===== config.mk =====
export PLATFORM = sky130hd
export DESIGN_NAME = os_processing_element
export DESIGN_NICKNAME = d
export VERILOG_FILES = /design/src/rtl/os_processing_element.sv
export SDC_FILE = /design/constraint.sdc
export NUM_CORES = 1
export LEC_CHECK = 0
export ABC_CLOCK_PERIOD_IN_PS = 6800
export CAP_MARGIN = 10
export CORE_ASPECT_RATIO = 1.5
export CORE_MARGIN = 2
export CORE_UTILIZATION = 45
export CTS_CLUSTER_SIZE = 25
export DETAILED_ROUTE_END_ITERATION = 8
export GPL_ROUTABILITY_DRIVEN = 0
export HOLD_SLACK_MARGIN = 0.05
export MAX_ROUTING_LAYER = met4
export PLACE_DENSITY = 0.7
export SLEW_MARGIN = 0
export SYNTH_ARGS = -nofsm -noshare
export SYNTH_HDL_FRONTEND = slang
export SYNTH_SLANG_ARGS = --single-unit
export TNS_END_PERCENT = 20

===== constraint.sdc =====
create_clock -name clk -period 6.8 [get_ports clk]
set_input_delay 2.04 -clock clk [delete_from_list [all_inputs] [get_ports clk]]
set_output_delay 2.04 -clock clk [all_outputs]
set_load 0.1 [all_outputs]

===== src/rtl/os_processing_element.sv =====
// rtl/os_processing_element.sv - output-stationary systolic PE with a pipelined multiplier and a local MAC
// Forwards act/wei east/south; products pass through STAGE+INTERMEDIATE_PIPELINE_STAGE registers before accumulation.
module os_processing_element #(
    parameter int WIDTH_A                     = 16,
    parameter int WIDTH_B                     = 16,
    parameter int WIDTH_MAC                   = 48,
    parameter int WIDTH_T                     = 2,
    parameter int ZERO_GATING_MULT            = 1,
    parameter int ZERO_GATING_ADD             = 1,
    parameter int MM_APPROX                   = 1,
    parameter int M_APPROX                    = 1,
    parameter int AA_APPROX                   = 1,
    parameter int A_APPROX                    = 1,
    parameter int MUL_TYPE                    = 0,
    parameter int ADD_TYPE                    = 0,
    parameter int STAGE                       = 5,
    parameter int ARITHMETIC                  = 0,
    parameter int SIGNED                      = 0,
    parameter int INTERMEDIATE_PIPELINE_STAGE = 0
) (
    input  logic                 clk,
    input  logic                 rst_n,
    input  logic [WIDTH_A-1:0]   act,
    input  logic [WIDTH_B-1:0]   wei,
    input  logic [WIDTH_MAC-1:0] MAC_IN,
    input  logic                 pipeline_en,
    input  logic                 reg_clear,
    input  logic                 cell_en,
    input  logic                 cell_sc_en,
    input  logic                 c_switch,
    input  logic                 cscan_en,
    input  logic [WIDTH_T-1:0]   Thres,
    output logic                 cell_out,
    output logic                 c_switch_out,
    output logic [WIDTH_A-1:0]   act_out,
    output logic [WIDTH_B-1:0]   wei_out,
    output logic [WIDTH_MAC-1:0] MAC_out
);

    localparam int DEPTH = STAGE + INTERMEDIATE_PIPELINE_STAGE;
    localparam bit APX_MUL = (MM_APPROX != 0) && (M_APPROX != 0);
    localparam bit APX_ADD = (AA_APPROX != 0) && (A_APPROX != 0);

    logic                 w_en;
    logic [WIDTH_A-1:0]   w_a_opnd;
    logic [WIDTH_B-1:0]   w_b_opnd;
    logic [WIDTH_MAC-1:0] w_a_ext;
    logic [WIDTH_MAC-1:0] w_b_ext;
    logic [WIDTH_MAC-1:0] w_mul_raw;
    logic [WIDTH_MAC-1:0] w_prod;
    logic                 w_opnd_zero;
    logic [WIDTH_MAC-1:0] w_tail;
    logic [WIDTH_MAC-1:0] w_addend;
    logic [WIDTH_MAC-1:0] w_sum;
    logic                 w_add_skip;

    logic                 r_act_vld;
    logic                 r_started;
    logic [WIDTH_MAC-1:0] r_stage [DEPTH];
    logic [DEPTH-1:0]     r_vld;

    assign w_en = pipeline_en & cell_en;

    // Truncation of the low Thres bits trades accuracy for switching activity.
    assign w_a_opnd = APX_MUL ? (act_out & ({WIDTH_A{1'b1}} << Thres)) : act_out;
    assign w_b_opnd = APX_MUL ? (wei_out & ({WIDTH_B{1'b1}} << Thres)) : wei_out;
    assign w_opnd_zero = (w_a_opnd == '0) || (w_b_opnd == '0);

    generate
        if (SIGNED != 0) begin : g_sext
            assign w_a_ext = {{(WIDTH_MAC-WIDTH_A){w_a_opnd[WIDTH_A-1]}}, w_a_opnd};
            assign w_b_ext = {{(WIDTH_MAC-WIDTH_B){w_b_opnd[WIDTH_B-1]}}, w_b_opnd};
        end else begin : g_zext
            assign w_a_ext = {{(WIDTH_MAC-WIDTH_A){1'b0}}, w_a_opnd};
            assign w_b_ext = {{(WIDTH_MAC-WIDTH_B){1'b0}}, w_b_opnd};
        end

        // Only integer arithmetic exists; other architecture codes fall back to the exact multiply.
        if ((MUL_TYPE == 0) && (ARITHMETIC == 0)) begin : g_mul_exact
            assign w_mul_raw = w_a_ext * w_b_ext;
        end else begin : g_mul_fallback
            assign w_mul_raw = w_a_ext * w_b_ext;
        end
    endgenerate

    assign w_prod = ((ZERO_GATING_MULT != 0) && w_opnd_zero) ? '0 : w_mul_raw;

    assign w_tail     = r_stage[DEPTH-1];
    assign w_addend   = APX_ADD ? (w_tail & ({WIDTH_MAC{1'b1}} << Thres)) : w_tail;
    assign w_add_skip = (ZERO_GATING_ADD != 0) && (w_addend == '0);

    generate
        if (ADD_TYPE == 0) begin : g_add_exact
            assign w_sum = MAC_out + w_addend;
        end else begin : g_add_fallback
            assign w_sum = MAC_out + w_addend;
        end
    endgenerate

    always_ff @(posedge clk or negedge rst_n) begin
        if (!rst_n) begin
            cell_out     <= 1'b0;
            c_switch_out <= 1'b0;
        end else if (reg_clear) begin
            cell_out     <= 1'b0;
            c_switch_out <= 1'b0;
        end else begin
            cell_out     <= cell_sc_en;
            c_switch_out <= c_switch;
        end
    end

    // The first sample after reset/clear is tagged invalid so it never reaches the accumulator.
    always_ff @(posedge clk or negedge rst_n) begin
        if (!rst_n) begin
            act_out   <= '0;
            wei_out   <= '0;
            r_act_vld <= 1'b0;
            r_started <= 1'b0;
        end else if (reg_clear) begin
            act_out   <= '0;
            wei_out   <= '0;
            r_act_vld <= 1'b0;
            r_started <= 1'b0;
        end else if (w_en) begin
            act_out   <= act;
            wei_out   <= wei;
            r_act_vld <= r_started;
            r_started <= 1'b1;
        end
    end

    always_ff @(posedge clk or negedge rst_n) begin
        if (!rst_n) begin
            for (int i = 0; i < DEPTH; i++) begin
                r_stage[i] <= '0;
                r_vld[i]   <= 1'b0;
            end
        end else if (reg_clear) begin
            for (int i = 0; i < DEPTH; i++) begin
                r_stage[i] <= '0;
                r_vld[i]   <= 1'b0;
            end
        end else if (w_en) begin
            r_stage[0] <= w_prod;
            r_vld[0]   <= r_act_vld;
            for (int i = 1; i < DEPTH; i++) begin
                r_stage[i] <= r_stage[i-1];
                r_vld[i]   <= r_vld[i-1];
            end
        end
    end

    always_ff @(posedge clk or negedge rst_n) begin
        if (!rst_n) begin
            MAC_out <= '0;
        end else if (reg_clear) begin
            MAC_out <= '0;
        end else if (w_en) begin
            if (cscan_en) begin
                MAC_out <= MAC_IN;
            end else if (r_vld[DEPTH-1] && !w_add_skip) begin
                MAC_out <= w_sum;
            end
        end
    end

endmodule


**After elaboration in Yosys (flattened, before gate mapping)**

Cells that the tools add are included.

- Bits in registers: 329
- Input port bits: 90
- Output and inout port bits: 82
- Logic and storage cells: 49

- Add/subtract/negate cells: 1
- Multipliers: 1
- Shifts and indexed selects: 2
- Mux-type cells: 19
- Bitwise logic cells: 4
- Reductions and logical operators: 9

Operators with widths:

| cell | number |
|---|---|
| 2-to-1 mux 240 bit | 2 |
| 2-to-1 mux 48 bit | 4 |
| 2-to-1 mux 16 bit | 4 |
| adder 48 bit | 1 |
| bitwise AND 48 bit | 1 |
| zero test 48 bit | 1 |
| left shift 48 x 2 -> 48 bit, first input constant | 1 |
| bitwise AND 16 bit | 2 |
| zero test 16 bit | 2 |
| multiplier 16 x 16 -> 32 bit | 1 |
| 2-to-1 mux 32 bit | 1 |
| left shift 16 x 2 -> 16 bit, first input constant | 1 |
| 2-to-1 mux 5 bit | 2 |
| 2-to-1 mux 1 bit | 6 |
| nonzero test 3 bit | 1 |
| AND reduction 2 bit | 1 |
| nonzero test 2 bit | 1 |
| bitwise AND 1 bit | 1 |
| logical AND 1 bit | 1 |
| zero test 1 bit | 1 |
| logical OR 1 bit | 1 |

**Longest topological paths before layout**

Gate-level depths: netlist (run 1).

- Word-level depth: 9
- Gate-level depth with buffers: 25
- Mapped depth without buffers: 24

**Worst setup path before layout (run 1)**

No wires, ideal clock.

- Path type: input to register
- Start: in Thres[0]
- End: reg r_stage[222] (netlist bit)
- Setup time: 0.124 ns
- Arrival time: 7.749 ns
- Required time: 6.676 ns
- Setup slack: -1.073 ns
- Stages: 23
- Path buffers: 1
- Cells stage by stage: a21boi_0 -> clkbuf_1 -> nand2_1 -> fa_1 -> inv_1 -> fa_1 -> inv_1 -> fa_1 -> inv_1 -> fa_1 -> fa_1 -> inv_1 -> fa_1 -> inv_1 -> ha_1 -> and4_1 -> a21oi_1 -> o211ai_1 -> nor2_1 -> o211ai_1 -> a221oi_1 -> nor4b_1 -> a211o_1

- Longest elaborated chain between the ends: 7
- Elaborated cells between the ends (all ways): 10
- Those cells by class: mul: 1; shift: 1; mux: 3; bitwise: 2; reduce/logical: 3

RTL lines:

| what | RTL line | RTL |
|---|---|---|
| start, declared | 32 | `input logic [WIDTH_T-1:0] Thres,` |
| left shift 16 x 2 -> 16 bit (*) | 65, 66 |  |
| branches (longest 3 deep; another with multiplier 16 x 16 -> 32 bit) | - |  |
| 2-to-1 mux 32 bit (*) | 86 | `assign w_prod = ((ZERO_GATING_MULT != 0) && w_opnd_zero) ? '0 : w_mul_raw;` |
| 2-to-1 mux 240 bit (*) | 144 | `end else if (w_en) begin` |
| 2-to-1 mux 240 bit (*) | 139 | `end else if (reg_clear) begin` |
| end signal, assigned by index | 148 | `r_stage[i] <= r_stage[i-1];` |
| end, declared | 59 | `logic [WIDTH_MAC-1:0] r_stage [DEPTH];` |

Every way passes the cells marked *. The select of a mux whose other input is x is not followed.
A chain may end at the register's enable or synchronous reset.

**Worst setup path in the final report (run 1)**

- Start: in Thres[1]
- End: reg r_stage[222] (netlist bit)

The elaborated chain is that of the path after synthesis.

==> impl_metrics.csv, run 1 <==
group,metric,value,unit
drt,via_count,16115,
power_and_ir_drop,pwr-share-clk,39.0,%
grt,grt-busiest-layer,"met2",
power_and_ir_drop,power_frac_comb,18.2,%
timing,fin_ws,-0.227,ns
die,rows,94,
synth,syn-num-nets,2454,
power_and_ir_drop,power_density,151,mW/mm^2
layout,post-route-cell-area,0.0243,sq mm
timing,fin_crit,7.03,ns
synth,avgSynthCellArea,9.80,sq um
placed_design,hpwlAfterDp,39900,um
grt,grt_use_total,24.1,%
job,drv_cap,0,
clock_tree,cts.htree.levels,1,
clock_tree,clock_latency,0.55,ns
synth,synthArstFlopShare,100,%
placed_design,place_ws,-1.48,ns
timing,rsz0062_at_grt,"yes",
layout,n_antenna_cell,0,
clock_tree,cts_sinks,249,
worst_setup_path,crit_arrival,7.46,ns
power_and_ir_drop,internal_power,2.57,mW
grt,antenna_found_initial,0,
synth,synth-seq-area-share,31.3,%
synth,syn-cell-area,0.0199,sq mm
layout,final_nets,2663,
drt,dr.first_iter.drc_count,1045,
die,die_x,176,um
worst_setup_path,cp_data_required_time,7.24,ns
layout,layout-drive-gt1-share,11.8,%
synth,synthCells,2033,
timing,relSlewSlack,20.9,%
grt,met3_usage,2.29,%
placed_design,placedInstanceArea,0.0230,sq mm
worst_setup_path,startpoint_type,"primary input",
synth,synth_seq_cells,249,
grt,globalRouteOverflowTotal,0,
synth,synth_warnings,0,
timing,clock_skew,0.0192,ns
synth,synth_edf_count,0,
die,coreArea,0.0438,sq mm
timing,setup_violations,14,
grt,met2_usage,44.6,%
die,dieArea,0.0460,sq mm
timing,hold_viol,0,
power_and_ir_drop,ir_drop,0.000100,V
power_and_ir_drop,total_power,3.67,mW
drt,wl_per_cell,18.8,um
power_and_ir_drop,p_switching,1.10,mW
drt,ant_nets,0,
die,start_util,45.5,%
hold_path,hold_class,"register to register",
clock_tree,cts_tree,"done",
run_status,violations,"negative setup slack",
grt,grt_pass1_wl,87400,um
worst_setup_path,path_class,"primary input to register",
clock_tree,cts.clk_slew.worst_paths,0.07,ns
drt,viasPerCell,5.68,
drt,first_pass_iters,7,
clock_tree,clock_path_buffers,3,
synth,synth_flop_cell,"dfrtp_1",
grt,grt_max_degree,199,
run_status,status,"complete, but fails checks",
synth,yosysUniqueCellTypes,67,
clock_tree,cts_made_buffers,25,
worst_setup_path,end_kind,"register",
power_and_ir_drop,power_switching_share,30.1,%
placed_design,port_buffers,171,
timing,finalMaxSlewViolations,0,
timing,period_share,103,%
drt,routed_wl,53400,um
die,fp.dieH,262,um
clock_tree,cts_hold_buffers,0,
drt,drc,0,
power_and_ir_drop,power_frac_seq,42.7,%
worst_setup_path,crit_fanout,8,
die,num_io_pins,172,
timing,tightest_slew,1.19,ns
clock_tree,root_buffer,"clkbuf_16",
layout,fillers,3785,
timing,fmax,0.142,GHz
grt,grt_pass1_vias,17300,
power_and_ir_drop,leakagePower,11.8,nW
layout,area_growth,22.0,%
grt,use_met1,26.0,%
==> layer usage <==
layer	up-vias	share of wire (%)
met2	532	53
met4	0	4.7
li1	7319	-
met5	-	0
met3	167	4.9
met1	8097	37
==> cells in the mapped netlist (all sizes together) (13+ instances only) <==
master	count	area, sq um
inv	261	980
dfrtp	249	6230
nand2	243	912
fa	195	3900
a22o	187	1640
ha	136	1700
clkbuf	110	413
and2	101	632
o21ai	92	460
a21oi	71	359
and3	39	244
nor2	36	135
xnor2	27	236
xor2	26	228
nand3	23	115
a21o	21	158
nor3	18	90.1
a22oi	17	128
nor4	15	93.8
a31oi	13	81.3
==> worst paths after layout <==
check | startpoint | end | slack, ns | depth (start not counted)
worst min register to register | r_stage[151] | r_stage[103] | 0.48 | 1
worst max-delay path | Thres[1] | r_stage[222] | -0.23 | 24
worst min-delay path | r_stage[151] | r_stage[103] | 0.48 | 1
min in group asynchronous | rst_n | cell_out | 1.56 | 1
worst max register to register | act_out[11] | r_stage[222] | 0.64 | 21
max in group asynchronous | rst_n | r_stage[121] | 3.97 | 2
==> cells in the final DEF (no fill, tap or decap), types with 15 or more instances in the layout <==
| cell type | instances |
|---|---|
| xnor2_1 | 25 |
| nor2_1 | 32 |
| dfrtp_1 | 249 |
| fa_1 | 184 |
| and2_1 | 97 |
| o21ai_0 | 73 |
| o21ai_1 | 16 |
| a21oi_1 | 62 |
| ha_1 | 125 |
| clkdlybuf4s50_1 | 168 |
| inv_1 | 252 |
| nand2_1 | 233 |
| nand3_1 | 21 |
| xor2_1 | 24 |
| clkbuf_16 | 25 |
| a22o_1 | 187 |
| a21o_1 | 21 |
| and3_1 | 39 |
| nor4_1 | 15 |
| buf_4 | 118 |
| a22oi_1 | 17 |
==> power groups by stage <==
stage	Clock, mW	Sequential, mW	Combinational, mW
6_report	1.43	1.57	0.671
5_1_grt	1.52	1.57	0.719
3_3_place_gp	0	1.59	0.641
2_1_floorplan	0	1.74	0.249
4_1_cts	1.46	1.57	0.667
3_5_place_dp	0	1.60	0.649
==> repair_timing <==
item,in CTS,in global routing
hold endpoints to repair,0,0
buffers inserted,15,6
setup endpoints to repair,21,20
resized for setup,64,35
pin swaps,55,44
==> layout make-up <==
class | instances | area, sq um | share of cell area (%)
Multi-Input combinational cell | 1403 | 12700 | 52.3
Timing Repair Buffer | 302 | 2810 | 11.6
Inverter | 261 | 980 | 4.03
Clock inverter | 13 | 169 | 0.695
Sequential cell | 249 | 6230 | 25.6
Tap cell | 576 | 721 | 2.97
Clock buffer | 33 | 686 | 2.82
==> cells by family (layout without fill, tap and decap cells) <==
family | after synthesis | count (layout) | synth area share, %
simple gates | 531 | 531 | 13.1
fa+ha+maj | 331 | 331 | 28.1
flops | 249 | 249 | 31.3
xor+xnor | 53 | 53 | 2.33
buf+inv | 381 | 609 | 7.26
mux | 3 | 3 | 0.151
compound gates | 485 | 485 | 17.8
==> state kept, by name, indices dropped and copies added (netlist names) <==
| register | flops |
|---|---|
| MAC_out | 48 |
| wei_out | 16 |
| r_vld | 5 |
| w_tail | 32 |
| r_stage | 128 |
| act_out | 16 |
| r_act_vld | 1 |
| r_started | 1 |
| cell_out | 1 |
| c_switch_out | 1 |
==> through the flow <==
stage	util, %	setup TNS [ns]	cells	hold WS [ns]
2_1_floorplan	-	-4.16	2033	0.449
3_3_place_gp	52.5	-23.97	2773	0.462
3_5_place_dp	52.5	-25.31	2773	0.472
4_1_cts	55.2	-3.14	2833	0.472
5_1_grt	55.5	-4.40	2837	0.497
6_report	55.5	-1.23	2837	0.477
==> worst max-delay path, cell delays in order <==
cell	delay, ns
buf_12	0.12
a21boi_4	0.16
buf_12	0.16
nand2_4	0.06
fa_1	0.56
inv_1	0.05
fa_1	0.46
fa_1	0.51
fa_1	0.51
fa_1	0.49
inv_1	0.05
fa_1	0.51
inv_2	0.05
ha_4	0.24
a21oi_2	0.13
nor2b_1	0.06
o21ai_1	0.12
o211ai_1	0.14
nor2_2	0.15
o211ai_1	0.10
buf_4	0.17
a221oi_4	0.27
nor4b_2	0.08
a211o_1	0.25
No activity file was read; power rests on OpenSTA's default activity.
==> run 2, diff against run 1 <==
CORE_MARGIN = default   (was 2)
CTS_BUF_LIST = sky130_fd_sc_hd__clkbuf_8   (was default)
==> run 2 against run 1 <==
  * The flow still finishes with violations (negative setup slack)
  * Clock power shrank 4%
  * Sequential share of layout area grew 0.23 points
  * Combinational power shrank 2%
  * Critical path depth is the same
  * Setup slack lost 0.20 ns
==> impl_metrics.csv, run 2 (synthesis gave the netlist of run 1 again) <==
group,metric,value,unit
run_status,status,"complete, but fails checks",
run_status,violations,"negative setup slack",
worst_setup_path,slowest_stage,"fa_2",
placed_design,hpwlAfterDp,39800,um
die,rows,94,
power_and_ir_drop,power_frac_seq,43.7,%
power_and_ir_drop,total_power,3.59,mW
layout,fillers,3848,
timing,relSlewSlack,23.4,%
timing,clock_skew,0.0372,ns
layout,layout_commonest_cell,"inv_1",
placed_design,placedInstanceArea,0.0229,sq mm
grt,grt_pass1_wl,89000,um
drt,dr.first_iter.drc_count,1133,
worst_setup_path,crit_chain,"buf_12 > buf_6 > nor2b_1 > buf_4 > buf_6 > and2_4 > fa_1 > fa_2 > fa_1 > fa_2 > fa_1 > inv_1 > fa_1 > inv_2 > ha_4 > and4_4 > a21oi_2 > o211ai_1 > nor2_2 > o211ai_1 > buf_4 > a221oi_4 > nor4b_2 > a211o_1",
timing,fmax,0.138,GHz
drt,wl_per_cell,18.6,um
worst_setup_path,r2r_end,"r_stage[222]",
worst_setup_path,path_class,"primary input to register",
clock_tree,cts_made_buffers,39,
clock_tree,clock_latency,0.57,ns
layout,final_cells,2851,
layout,seqCellArea,0.00623,sq mm
layout,layout-drive-gt1-share,11.4,%
worst_setup_path,path_delay_family,"adder cells",
layout,largest_register,"r_stage",
power_and_ir_drop,ir_drop,0.000113,V
power_and_ir_drop,power_switching_share,30.4,%
clock_tree,clock_path_buffers,3,
die,fp.dieH,260,um
layout,area_growth,20.9,%
power_and_ir_drop,internal_power,2.50,mW
worst_setup_path,rr_worst_depth,21,
layout,post-route-cell-area,0.0241,sq mm
drt,ant_nets,0,
worst_setup_path,crit_top_cell,"fa_1",
die,start_util,45.5,%
clock_tree,cts_tree,"done",
timing,hold_viol,0,
worst_setup_path,crit_start,"Thres[1]",
layout,final_nets,2672,
die,dieArea,0.0451,sq mm
layout,final_cell_mix,"262 x inv_1, 249 x dfrtp_1, 238 x nand2_1, 187 x a22o_1, 186 x fa_1",
drt,routed_wl,53100,um
grt,grt_use_total,25.2,%
die,coreArea,0.0438,sq mm
power_and_ir_drop,leakagePower,11.8,nW
worst_setup_path,cp-endpoint,"r_stage[222]",
job,drv_cap,0,
timing,setup_violations,15,
layout,n_antenna_cell,0,
timing,finalMaxSlewViolations,0,
die,num_io_pins,172,
placed_design,place_ws,-1.51,ns
worst_setup_path,r2r_setup_slack,0.57,ns
grt,grt_pass1_vias,17474,
worst_setup_path,cp_data_required_time,7.23,ns
clock_tree,cts.htree.levels,2,
grt,grt_max_degree,199,
drt,via_count,16169,
clock_tree,cts.clk_slew.worst_paths,0.06,ns
worst_setup_path,startpoint_type,"primary input",
die,die_x,174,um
placed_design,dp.cells,2773,
drt,viasPerCell,5.67,
power_and_ir_drop,pwr-share-clk,38.0,%
worst_setup_path,timing.rr.start,"act_out[12]",
worst_setup_path,crit_fanout,4,
hold_path,hold_class,"register to register",
power_and_ir_drop,power_frac_comb,18.4,%
timing,fin_ws,-0.427,ns
drt,drc,0,
layout,largest_reg_flops,128,
worst_setup_path,cp_num_cells,24,
clock_tree,cts_sinks,249,
worst_setup_path,crit_arrival,7.66,ns
worst_setup_path,end_kind,"register",
worst_setup_path,crit_buf_inv,7,
clock_tree,root_buffer,"clkbuf_8",
power_and_ir_drop,p_switching,1.09,mW
timing,period_share,106,%
drt,first_pass_iters,7,
timing,rsz0062_at_grt,"yes",
timing,fin_crit,7.23,ns
layout,multi_input_area,0.0126,sq mm
grt,antenna_found_initial,0,
power_and_ir_drop,power_density,149,mW/mm^2
grt,globalRouteOverflowTotal,0,
timing,tightest_slew,1.15,ns
worst_setup_path,cpPeakStageDelay,0.59,ns
placed_design,port_buffers,171,
-- run 2: cell types whose count changed in the layout (fill, tap and decap cells not counted), moves of 3 or more --
cell / before / now
buf_6: 8 / 3
ha_1: 125 / 129
inv_1: 252 / 262
o21ai_1: 16 / 13
a21oi_2: 7 / 10
nand2_1: 233 / 238
ha_4: 10 / 7
o21ai_0: 73 / 76
clkbuf_16: 25 / 0
clkbuf_8: 3 / 50
nand2_2: 5 / 2
clkbuf_1: 5 / 0
-- run 2: how the worst min path moves through the flow --
stage                     slack, ns         start  cells after the start           end
after CTS                      0.47  r_stage[211]                      1  r_stage[163]
after global placement         0.46  r_stage[196]                      2  r_stage[196]
final                          0.47   r_stage[49]                      1     w_tail[1]
after detailed placement       0.47  r_stage[202]                      2  r_stage[202]
after global routing           0.49  r_stage[211]                      1  r_stage[163]
after floorplan                0.45  r_stage[199]                      2  r_stage[199]
-- run 2: power groups by stage --
stage	registers (mW)	clock network [mW]	logic (mW)
6_report	1.57	1.37	0.660
5_1_grt	1.57	1.47	0.712
4_1_cts	1.57	1.40	0.660
3_5_place_dp	1.59	0	0.650
3_3_place_gp	1.59	0	0.640
2_1_floorplan	1.74	0	0.249
-- run 2: final cells by class --
type	count	area share, %
inverters	261	4.07
clock buffers	50	2.86
clock inverters	15	0.608
repair buffers	297	11.3
multi-input cells	1403	52.3
flip-flops and latches	249	25.9
well taps	576	2.99
-- run 2: what timing repair did --
action                                  in CTS  in global routing
endpoints found under the hold margin        0                  0
gates resized for setup                     44                 18
pin swaps                                   46                 34
hold buffers                                 0                  0
endpoints found under the setup margin      21                 19
setup buffers                               11                  3
-- run 2: metal layers --
metal	vias up	wire, um	GRT usage [%]
li1	7348	-	-
met1	8085	19700	26.7
met2	545	28100	45.7
met3	191	2530	3.11
met4	0	2840	13.2
met5	-	0	-
-- run 2: worst register-to-register path: stages, from the launching register on --
cell and delay (ns):
dfrtp_1 0.92, nand2_1 0.18, fa_1 0.55, inv_1 0.06, fa_1 0.39, fa_1 0.55
inv_1 0.06, fa_1 0.54, inv_1 0.05, fa_1 0.49, inv_1 0.06, fa_1 0.51
inv_1 0.05, ha_1 0.29, buf_4 0.15, a21oi_1 0.15, nand3b_1 0.17, o211ai_1 0.12
buf_4 0.18, a221oi_4 0.28, nor4b_2 0.08, a211o_1 0.31
-- run 2: per-stage QoR --
step	hold slack [ns]	TNS, ns	utilization [%]
final	0.470	-3.26	55.1
after global routing	0.486	-6.13	55.1
after CTS	0.472	-3.50	54.9
after detailed placement	0.473	-25.49	52.5
after global placement	0.462	-23.41	52.5
after floorplan	0.449	-4.16	-
